`config.mk`:
```
export PLATFORM = sky130hd
export DESIGN_NAME = wb_master_mem_tester
export DESIGN_NICKNAME = d
export VERILOG_FILES = /design/src/rtl/wb_master_mem_tester.sv
export SDC_FILE = /design/constraint.sdc
export NUM_CORES = 1
export LEC_CHECK = 0
export CAP_MARGIN = 20
export CORE_MARGIN = 2
export CORE_UTILIZATION = 52
export DETAILED_ROUTE_END_ITERATION = 6
export PLACE_DENSITY = 0.81
export RECOVER_POWER = 25
export SYNTH_ARGS = -nofsm -noshare
export SYNTH_HDL_FRONTEND = slang
export SYNTH_SLANG_ARGS = --single-unit
```
`constraint.sdc`:
```
create_clock -name clk_i -period 3.8 [get_ports clk_i]
set_input_delay 0.76 -clock clk_i [delete_from_list [all_inputs] [get_ports clk_i]]
set_output_delay 0.76 -clock clk_i [all_outputs]
set_load 0.02 [all_outputs]
```
`src/rtl/wb_master_mem_tester.sv`:
```
// wb_master_mem_tester: Wishbone B4 classic master sweeping a write pass then a read-compare pass, with retry/timeout status.
// Define WB_MTEST_HALT_ON_FAIL_EN to stop all bus traffic at the first read mismatch.
module wb_master_mem_tester #(
    parameter int          ADDR_WIDTH  = 16,
    parameter int          DATA_WIDTH  = 32,
    parameter int          START_ADDR  = 0,
    parameter int          END_ADDR    = 15,
    parameter int          STEP        = 1,
    parameter logic [31:0] SEED        = 32'hA5A5,
    parameter int          INIT_CYCLES = 4,
    parameter int          TIMEOUT     = 255,
    parameter int          MAX_RETRY   = 3
) (
    input  logic                      clk_i,
    input  logic                      rst_i,
    input  logic                      en_i,
    output logic                      cyc_o,
    output logic                      stb_o,
    output logic                      we_o,
    output logic [ADDR_WIDTH-1:0]     adr_o,
    output logic [DATA_WIDTH-1:0]     dat_o,
    output logic [DATA_WIDTH/8-1:0]   sel_o,
    input  logic [DATA_WIDTH-1:0]     dat_i,
    input  logic                      ack_i,
    input  logic                      err_i,
    output logic                      busy_o,
    output logic                      pass_done_o,
    output logic [15:0]               pass_cnt_o,
    output logic [15:0]               mismatch_cnt_o,
    output logic                      fault_o,
    output logic [ADDR_WIDTH-1:0]     fail_adr_o
);
    localparam int TW  = $clog2(TIMEOUT + 2);
    localparam int RW  = $clog2(MAX_RETRY + 2);
    localparam int IW  = $clog2(INIT_CYCLES + 2);
    localparam int AW1 = ADDR_WIDTH + 1;
    localparam logic [TW-1:0]         TO_LIM  = TW'(TIMEOUT);
    localparam logic [RW-1:0]         RT_LIM  = RW'(MAX_RETRY);
    localparam logic [IW-1:0]         IN_LIM  = IW'(INIT_CYCLES);
    localparam logic [ADDR_WIDTH-1:0] A_START = ADDR_WIDTH'(START_ADDR);
    localparam logic [AW1-1:0]        A_END   = AW1'(END_ADDR);
    localparam logic [AW1-1:0]        A_STEP  = AW1'(STEP);

    typedef enum logic [2:0] {S_WAIT_INIT, S_IDLE, S_REQ, S_WAIT, S_NEXT} state_t;

    state_t                r_state;
    logic [IW-1:0]         r_init;
    logic [TW-1:0]         r_tcnt;
    logic [RW-1:0]         r_retry;
    logic [ADDR_WIDTH-1:0] r_cur;
    logic                  r_rd;
    logic                  r_cyc;
    logic                  r_stb;
    logic                  r_we;
    logic [ADDR_WIDTH-1:0] r_adr;
    logic [DATA_WIDTH-1:0] r_dat;
    logic                  r_pass_done;
    logic [15:0]           r_pass_cnt;
    logic [15:0]           r_mis;
    logic                  r_fault;
    logic [ADDR_WIDTH-1:0] r_fail_adr;

    logic [DATA_WIDTH-1:0] w_pat;
    logic [AW1-1:0]        w_nxt;
    logic                  w_wrap;

    // Pattern depends on pass_cnt so consecutive passes write distinct data.
    assign w_pat  = DATA_WIDTH'(SEED) + DATA_WIDTH'(r_cur) + DATA_WIDTH'(r_pass_cnt);
    assign w_nxt  = {1'b0, r_cur} + A_STEP;
    assign w_wrap = w_nxt > A_END;

    always_ff @(posedge clk_i) begin
        if (rst_i) begin
            r_state     <= S_WAIT_INIT;
            r_init      <= '0;
            r_tcnt      <= '0;
            r_retry     <= '0;
            r_cur       <= A_START;
            r_rd        <= 1'b0;
            r_cyc       <= 1'b0;
            r_stb       <= 1'b0;
            r_we        <= 1'b0;
            r_adr       <= A_START;
            r_dat       <= '0;
            r_pass_done <= 1'b0;
            r_pass_cnt  <= '0;
            r_mis       <= '0;
            r_fault     <= 1'b0;
            r_fail_adr  <= '0;
        end else begin
            r_pass_done <= 1'b0;
            case (r_state)
                S_WAIT_INIT: begin
                    r_init  <= r_init + IW'(1);
                    r_state <= (r_init + IW'(1) >= IN_LIM) ? S_IDLE : S_WAIT_INIT;
                end
                S_IDLE: r_state <= (en_i && !r_fault) ? S_REQ : S_IDLE;
                S_REQ: begin
                    r_cyc   <= 1'b1;
                    r_stb   <= 1'b1;
                    r_we    <= ~r_rd;
                    r_adr   <= r_cur;
                    r_dat   <= w_pat;
                    r_tcnt  <= '0;
                    r_state <= S_WAIT;
                end
                S_WAIT: begin
                    if (ack_i) begin
                        r_cyc   <= 1'b0;
                        r_stb   <= 1'b0;
                        r_retry <= '0;
                        r_state <= S_NEXT;
                        if (r_rd && dat_i != w_pat) begin
                            r_mis      <= (r_mis == 16'hFFFF) ? r_mis : r_mis + 16'd1;
                            r_fail_adr <= r_cur;
`ifdef WB_MTEST_HALT_ON_FAIL_EN
                            r_fault    <= 1'b1;
                            r_state    <= S_IDLE;
`endif
                        end
                    end else if (err_i || r_tcnt == TO_LIM) begin
                        r_cyc <= 1'b0;
                        r_stb <= 1'b0;
                        if (r_retry == RT_LIM) begin
                            r_fault    <= 1'b1;
                            r_fail_adr <= r_cur;
                            r_retry    <= '0;
                            r_state    <= S_IDLE;
                        end else begin
                            r_retry <= r_retry + RW'(1);
                            r_state <= S_REQ;
                        end
                    end else begin
                        r_tcnt <= r_tcnt + TW'(1);
                    end
                end
                S_NEXT: begin
                    r_cur <= w_wrap ? A_START : w_nxt[ADDR_WIDTH-1:0];
                    if (w_wrap) begin
                        r_rd <= ~r_rd;
                        if (r_rd) begin
                            r_pass_done <= 1'b1;
                            r_pass_cnt  <= r_pass_cnt + 16'd1;
                        end
                    end
                    r_state <= en_i ? S_REQ : S_IDLE;
                end
                default: r_state <= S_IDLE;
            endcase
        end
    end

    assign cyc_o          = r_cyc;
    assign stb_o          = r_stb;
    assign we_o           = r_we;
    assign adr_o          = r_adr;
    assign dat_o          = r_dat;
    assign sel_o          = '1;
    assign busy_o         = (r_state != S_IDLE) && (r_state != S_WAIT_INIT);
    assign pass_done_o    = r_pass_done;
    assign pass_cnt_o     = r_pass_cnt;
    assign mismatch_cnt_o = r_mis;
    assign fault_o        = r_fault;
    assign fail_adr_o     = r_fail_adr;
endmodule
```
---- Word-level counts from Yosys, hierarchy flattened ----
Index checks and enable logic that the tools add are counted.
word-level totals
  bits of input ports ..................... 37
  register bits ........................... 135
cells by class
  multiplexer cells ....................... 22
  reductions and logical operators ........ 19
  add/subtract/negate cells ............... 8
  equal/unequal tests ..................... 13
  bitwise logic cells ..................... 5
  $lt $le $gt $ge ......................... 2
operator list
  kind                                                             count
  2-to-1 mux 16 bit                                                5
  adder 16 x 1 -> 16 bit (second input constant)                   2
  inequality test 32 x 18 -> 1 bit                                 1
  adder 17 x 16 -> 18 bit                                          1
  2-to-1 mux 9 bit                                                 2
  case mux 9 bit (2 select lines)                                  1
  adder 16 x 1 -> 17 bit (second input constant)                   1
  adder 16 x 16 -> 17 bit (first input constant)                   1
  greater-than comparator 17 x 4 -> 1 bit (second input constant)  1
  == test 16 bit (second input constant)                           1
  2-to-1 mux 3 bit                                                 5
  case mux 3 bit (5 select lines)                                  1
  AND reduction 4 bit                                              3
  adder 9 x 1 -> 9 bit (second input constant)                     1
  == test 3 x 2 -> 1 bit (second input constant)                   3
  == test 9 x 8 -> 1 bit (second input constant)                   1
  adder 3 x 1 -> 3 bit (second input constant)                     2
  2-to-1 mux 2 bit                                                 3
  AND reduction 2 bit                                              3
  AND reduction 3 bit                                              2
  nonzero test 2 bit                                               3
  NOT 1 bit                                                        5
  2-to-1 mux 1 bit                                                 4
  inequality test 2 bit (second input constant)                    2
  13 further kinds                                                 15

---- Logic depth before layout (Yosys ltp) ----
  word-level depth ........................ 6
  gate-level depth with buffers ........... 17
  gate-level depth less buffers ........... 14

---- Least setup slack after synthesis ----
No wires, ideal clock.
  path kind ............................... register -> register
  start ................................... register r_pass_cnt[2] (netlist: pass_cnt_o[2])
  end ..................................... register r_fail_adr[10] (netlist: fail_adr_o[10])
  slack ................................... 0.175 ns
  stages on the path, launching flop included .. 16
  setup time .............................. 0.072 ns
  arrival time ............................ 3.554 ns
  required time ........................... 3.728 ns
  path through ............................ dfxtp_1 > inv_1 > ha_1 > inv_1 > ha_1 > a211oi_2 > o21bai_1 > a21o_1 > a2111oi_4 > xnor3_1 > nor4_1 > and4_1 > buf_6 > o41ai_4 > buf_6 > mux2i_1
on the way
  cells in the longest elaborated chain, start to end .. 5
ends and longest elaborated chain
  what                                             RTL line  source
  start, declared                                  58        logic [15:0] r_pass_cnt;
  start signal, assigned                           143       r_pass_cnt <= r_pass_cnt + 16'd1;
  adder 17 x 16 -> 18 bit                          68        assign w_pat = DATA_WIDTH'(SEED) + DATA_WIDTH'(r_cur) + DATA_WIDTH'(r_pass_cnt);
  inequality test 32 x 18 -> 1 bit                 113       if (r_rd && dat_i != w_pat) begin
  logical AND 1 bit                                113
  inequality test 2 x 1 -> 1 bit (no source line)  --
  AND reduction 4 bit (no source line)             --
  end signal, assigned                             115       r_fail_adr <= r_cur;
  end signal, assigned                             126       r_fail_adr <= r_cur;
  end, declared                                    61        logic [ADDR_WIDTH-1:0] r_fail_adr;
Every way passes these cells.
A chain may end at the register's enable or synchronous reset.

---- Worst setup path after layout ----
Ends and elaborated chain as after synthesis.

==> reports/qor.yml <==
drt:
  met3_length_um: 1090
  via_per_inst: 5.50
  vias: 6169
  remaining_drc_errors: 0
  firstDrtPassIters: 5
  wl_met1_um: 7650
  antenna_left: 0
  wl_per_cell_um: 15.0
  drt_wl_total_um: 16800
  first_iter_violations: 595
  topRoutingLayerUsed: "met4"
  wl_met2_um: 7790
critical_path:
  path_max_fanout: 16
  worstSetupStartpointType: "flop"
  cp.arrival_ps: 3920
  required_ps: 4090
  critPathKind: "reg2reg"
  end_kind: "flop"
cts:
  cts_root_buffer: "clkbuf_16"
  path_clk_slew_ps: 60
  clock_sink_count: 121
  cts_max_level: 4
  clockBufferDepth: 2
  cts_hold_buf: 0
  cts_tree: "built"
  clock_latency_ps: 420
  cts_made_buffers: 17
run_status:
  failed_checks: "capacitance limit, slew limit"
  outcome: "finished with violations"
yosys:
  syn_area_um2: 6780
  synthArstFlopShare_pct: 0
  synthFlopType: "dfxtp_1"
  synth_edf_count: 0
  yosysWarnings: 0
  ys_seq_area_share_pct: 35.7
  syn_inst: 823
  synth.avg_cell_area_um2: 8.24
  synth_cell_types: 63
  yosys_register_bits: 121
finish:
  antenna_cells: 0
  layout-drive-gt1-share_pct: 7.27
  final_nets: 1013
  syn2layout_area_growth_pct: 29.7
power_and_ir_drop:
  pwr_density_cell_nw_per_um2: 407
  vdd_drop_max_mv: 0.296
  total_leakage_power_nw: 3.25
floorplan:
  die_x_um: 118
  rows: 41
  num_io_pins: 143
  start_util_pct: 53.5
  core_um2: 12700
  fp.dieH_um: 118
  die_area_um2: 14000
grt:
  antenna_found_initial: 0
  grt_overflow: 0
  grt_start_max_net_pins: 67
  grt_pass1_vias: 5625
  grt_pass1_wl_um: 27600
  grt_usage_pct: 24.2
place:
  dp_hpwl_um: 12000
  place_congestion: 0.969
  port_buffers: 124
  pre_cts_ws_ps: 66.1
timing:
  rsz0062_at_grt: "false"
  timing.hold.ws_ps: 453
  setup_viol: 0
  period_minus_slack_ps: 3630
  slew_headroom_pct: -61.1
  setup_slack_ps: 170
  hold_viol: 0
  worstMarginPinSlew_ps: 2420
  fin_skew_ps: 5.51
  fin_crit_sh_pct: 95.5
  fmax_mhz: 275
  setup_tns_ps: 0
  drv_slew: 66
job:
  cap_violations: 1
hold_path:
  min_path_type: "reg2reg"
## synthesized netlist by cell type, types with 3 or more instances
master / n / share of area (%)
buf_2: 8 / 0.59
or4_1: 11 / 1.2
and2_1: 7 / 0.65
or2_2: 3 / 0.28
xnor3_1: 3 / 1.0
nand2b_1: 36 / 3.3
o31ai_1: 8 / 0.89
xor2_1: 20 / 2.6
ha_1: 39 / 7.2
a31oi_1: 6 / 0.55
or3_1: 14 / 1.3
mux2i_1: 19 / 2.8
inv_1: 39 / 2.2
buf_4: 19 / 2.1
and3_1: 7 / 0.65
nor3_1: 33 / 2.4
o21bai_1: 3 / 0.33
clkbuf_1: 28 / 1.6
a21oi_1: 73 / 5.4
o21ai_0: 21 / 1.6
dfxtp_1: 121 / 36
nand3_1: 25 / 1.8
nor4_1: 7 / 0.65
a211oi_1: 11 / 1.2
nor2_1: 71 / 3.9
a21o_1: 9 / 1.0
nand4_1: 14 / 1.3
xnor2_1: 33 / 4.3
nand2_1: 87 / 4.8
nor3b_1: 3 / 0.33
## cells in the final DEF, fill, tap and decap left out, types with 3 or more instances in the layout
| master | count |
|---|---|
| clkbuf_16 | 17 |
| a211oi_1 | 11 |
| nand4_1 | 14 |
| buf_4 | 12 |
| or3_1 | 14 |
| nor3_1 | 33 |
| o21ai_0 | 21 |
| xnor3_1 | 3 |
| or2_2 | 3 |
| nand2b_1 | 36 |
| mux2i_1 | 19 |
| o21bai_1 | 3 |
| a31oi_1 | 6 |
| xnor2_1 | 33 |
| ha_1 | 39 |
| inv_1 | 39 |
| and2_0 | 5 |
| dfxtp_2 | 3 |
| dlygate4sd3_1 | 5 |
| nand2_1 | 87 |
| and3_1 | 7 |
| a21oi_1 | 73 |
| a21o_1 | 9 |
| nor4_1 | 7 |
| nor3b_1 | 3 |
| bufinv_16 | 4 |
| nand3_1 | 25 |
| clkdlybuf4s50_1 | 118 |
| dfxtp_1 | 118 |
| clkbuf_8 | 5 |
| nor2_1 | 70 |
| conb_1 | 18 |
| xor2_1 | 20 |
| o31ai_1 | 8 |
| or4_1 | 11 |
## power breakdown
group / internal (mW) / switching [mW]
logic: 0.183 / 0.259
clock network: 1.19 / 0.590
registers: 1.32 / 0.0369
total: 2.69 / 0.886
## cell type report
type | instances | area (um^2)
Multi-Input combinational cell | 619 | 3990
Fill cell | 1023 | 3870
Sequential cell | 121 | 2430
Timing Repair Buffer | 138 | 1370
Clock buffer | 22 | 494
Tap cell | 172 | 215
Clock inverter | 10 | 163
Inverter | 39 | 146
## kinds of logic after synthesis
kind of cell	count (synthesis)	synth area share, %
and+or+nand+nor	327	23.7
buffers and inverters	99	6.92
other	2	0.111
xor gates and xnor gates	56	7.84
AOI/OAI and AO/OA	158	15.2
adders and majority gates	40	7.49
muxes	20	2.97
DFF	121	35.7
## registers in the layout (all words and copies together) (netlist names)
| signal | count |
|---|---|
| dat_o | 18 |
| adr_o | 16 |
| fail_adr_o | 16 |
| mismatch_cnt_o | 16 |
| pass_cnt_o | 16 |
| r_cur | 16 |
| r_tcnt | 9 |
| r_init | 3 |
| r_retry | 3 |
| r_state | 3 |
| fault_o | 1 |
| pass_done_o | 1 |
| r_rd | 1 |
| stb_o | 1 |
| we_o | 1 |
## final timing paths
| kind | from | end | slack [ps] | cells after the start |
|---|---|---|---|---|
| max reg2reg | pass_cnt_o[2] | fail_adr_o[10] | 170 | 14 |
| max | pass_cnt_o[2] | fail_adr_o[10] | 170 | 14 |
| min | adr_o[9] | adr_o[9] | 450 | 2 |
| min reg2reg | adr_o[9] | adr_o[9] | 450 | 2 |
## metrics by stage
stage                     utilization [%]  area [um^2]  power, mW  instances
after floorplan                         -         6840       1.67        839
after global placement               64.0         8100       1.81       1089
after detailed placement             64.0         8100       1.82       1089
after CTS                            69.1         8760       3.59       1121
after global routing                 69.4         8800       3.70       1121
final                                69.4         8800       3.58       1121
## layer usage
metal  up-vias  global-route usage (%)
met5         -                       0
met4         0                    8.21
met3        25                    5.07
met2       219                    37.9
met1      2866                    33.0
li1       3059                       -
## critical path, cell delays in order (launching register included)
cell       delay (ps)
dfxtp_1           370
inv_1             100
ha_1              290
inv_1              70
ha_1              340
a211oi_4          280
o21bai_1          160
a21o_1            240
a2111oi_4         350
xnor3_1           270
nor4_1            280
and4_4            310
o41ai_4            70
buf_4             240
mux2i_1           150
## what timing repair did
action / CTS / global route
setup endpoints to repair: 0 / 32
gates resized for setup: 0 / 11
setup buffers: 0 / 0
No activity file was read; power rests on OpenSTA's default activity.
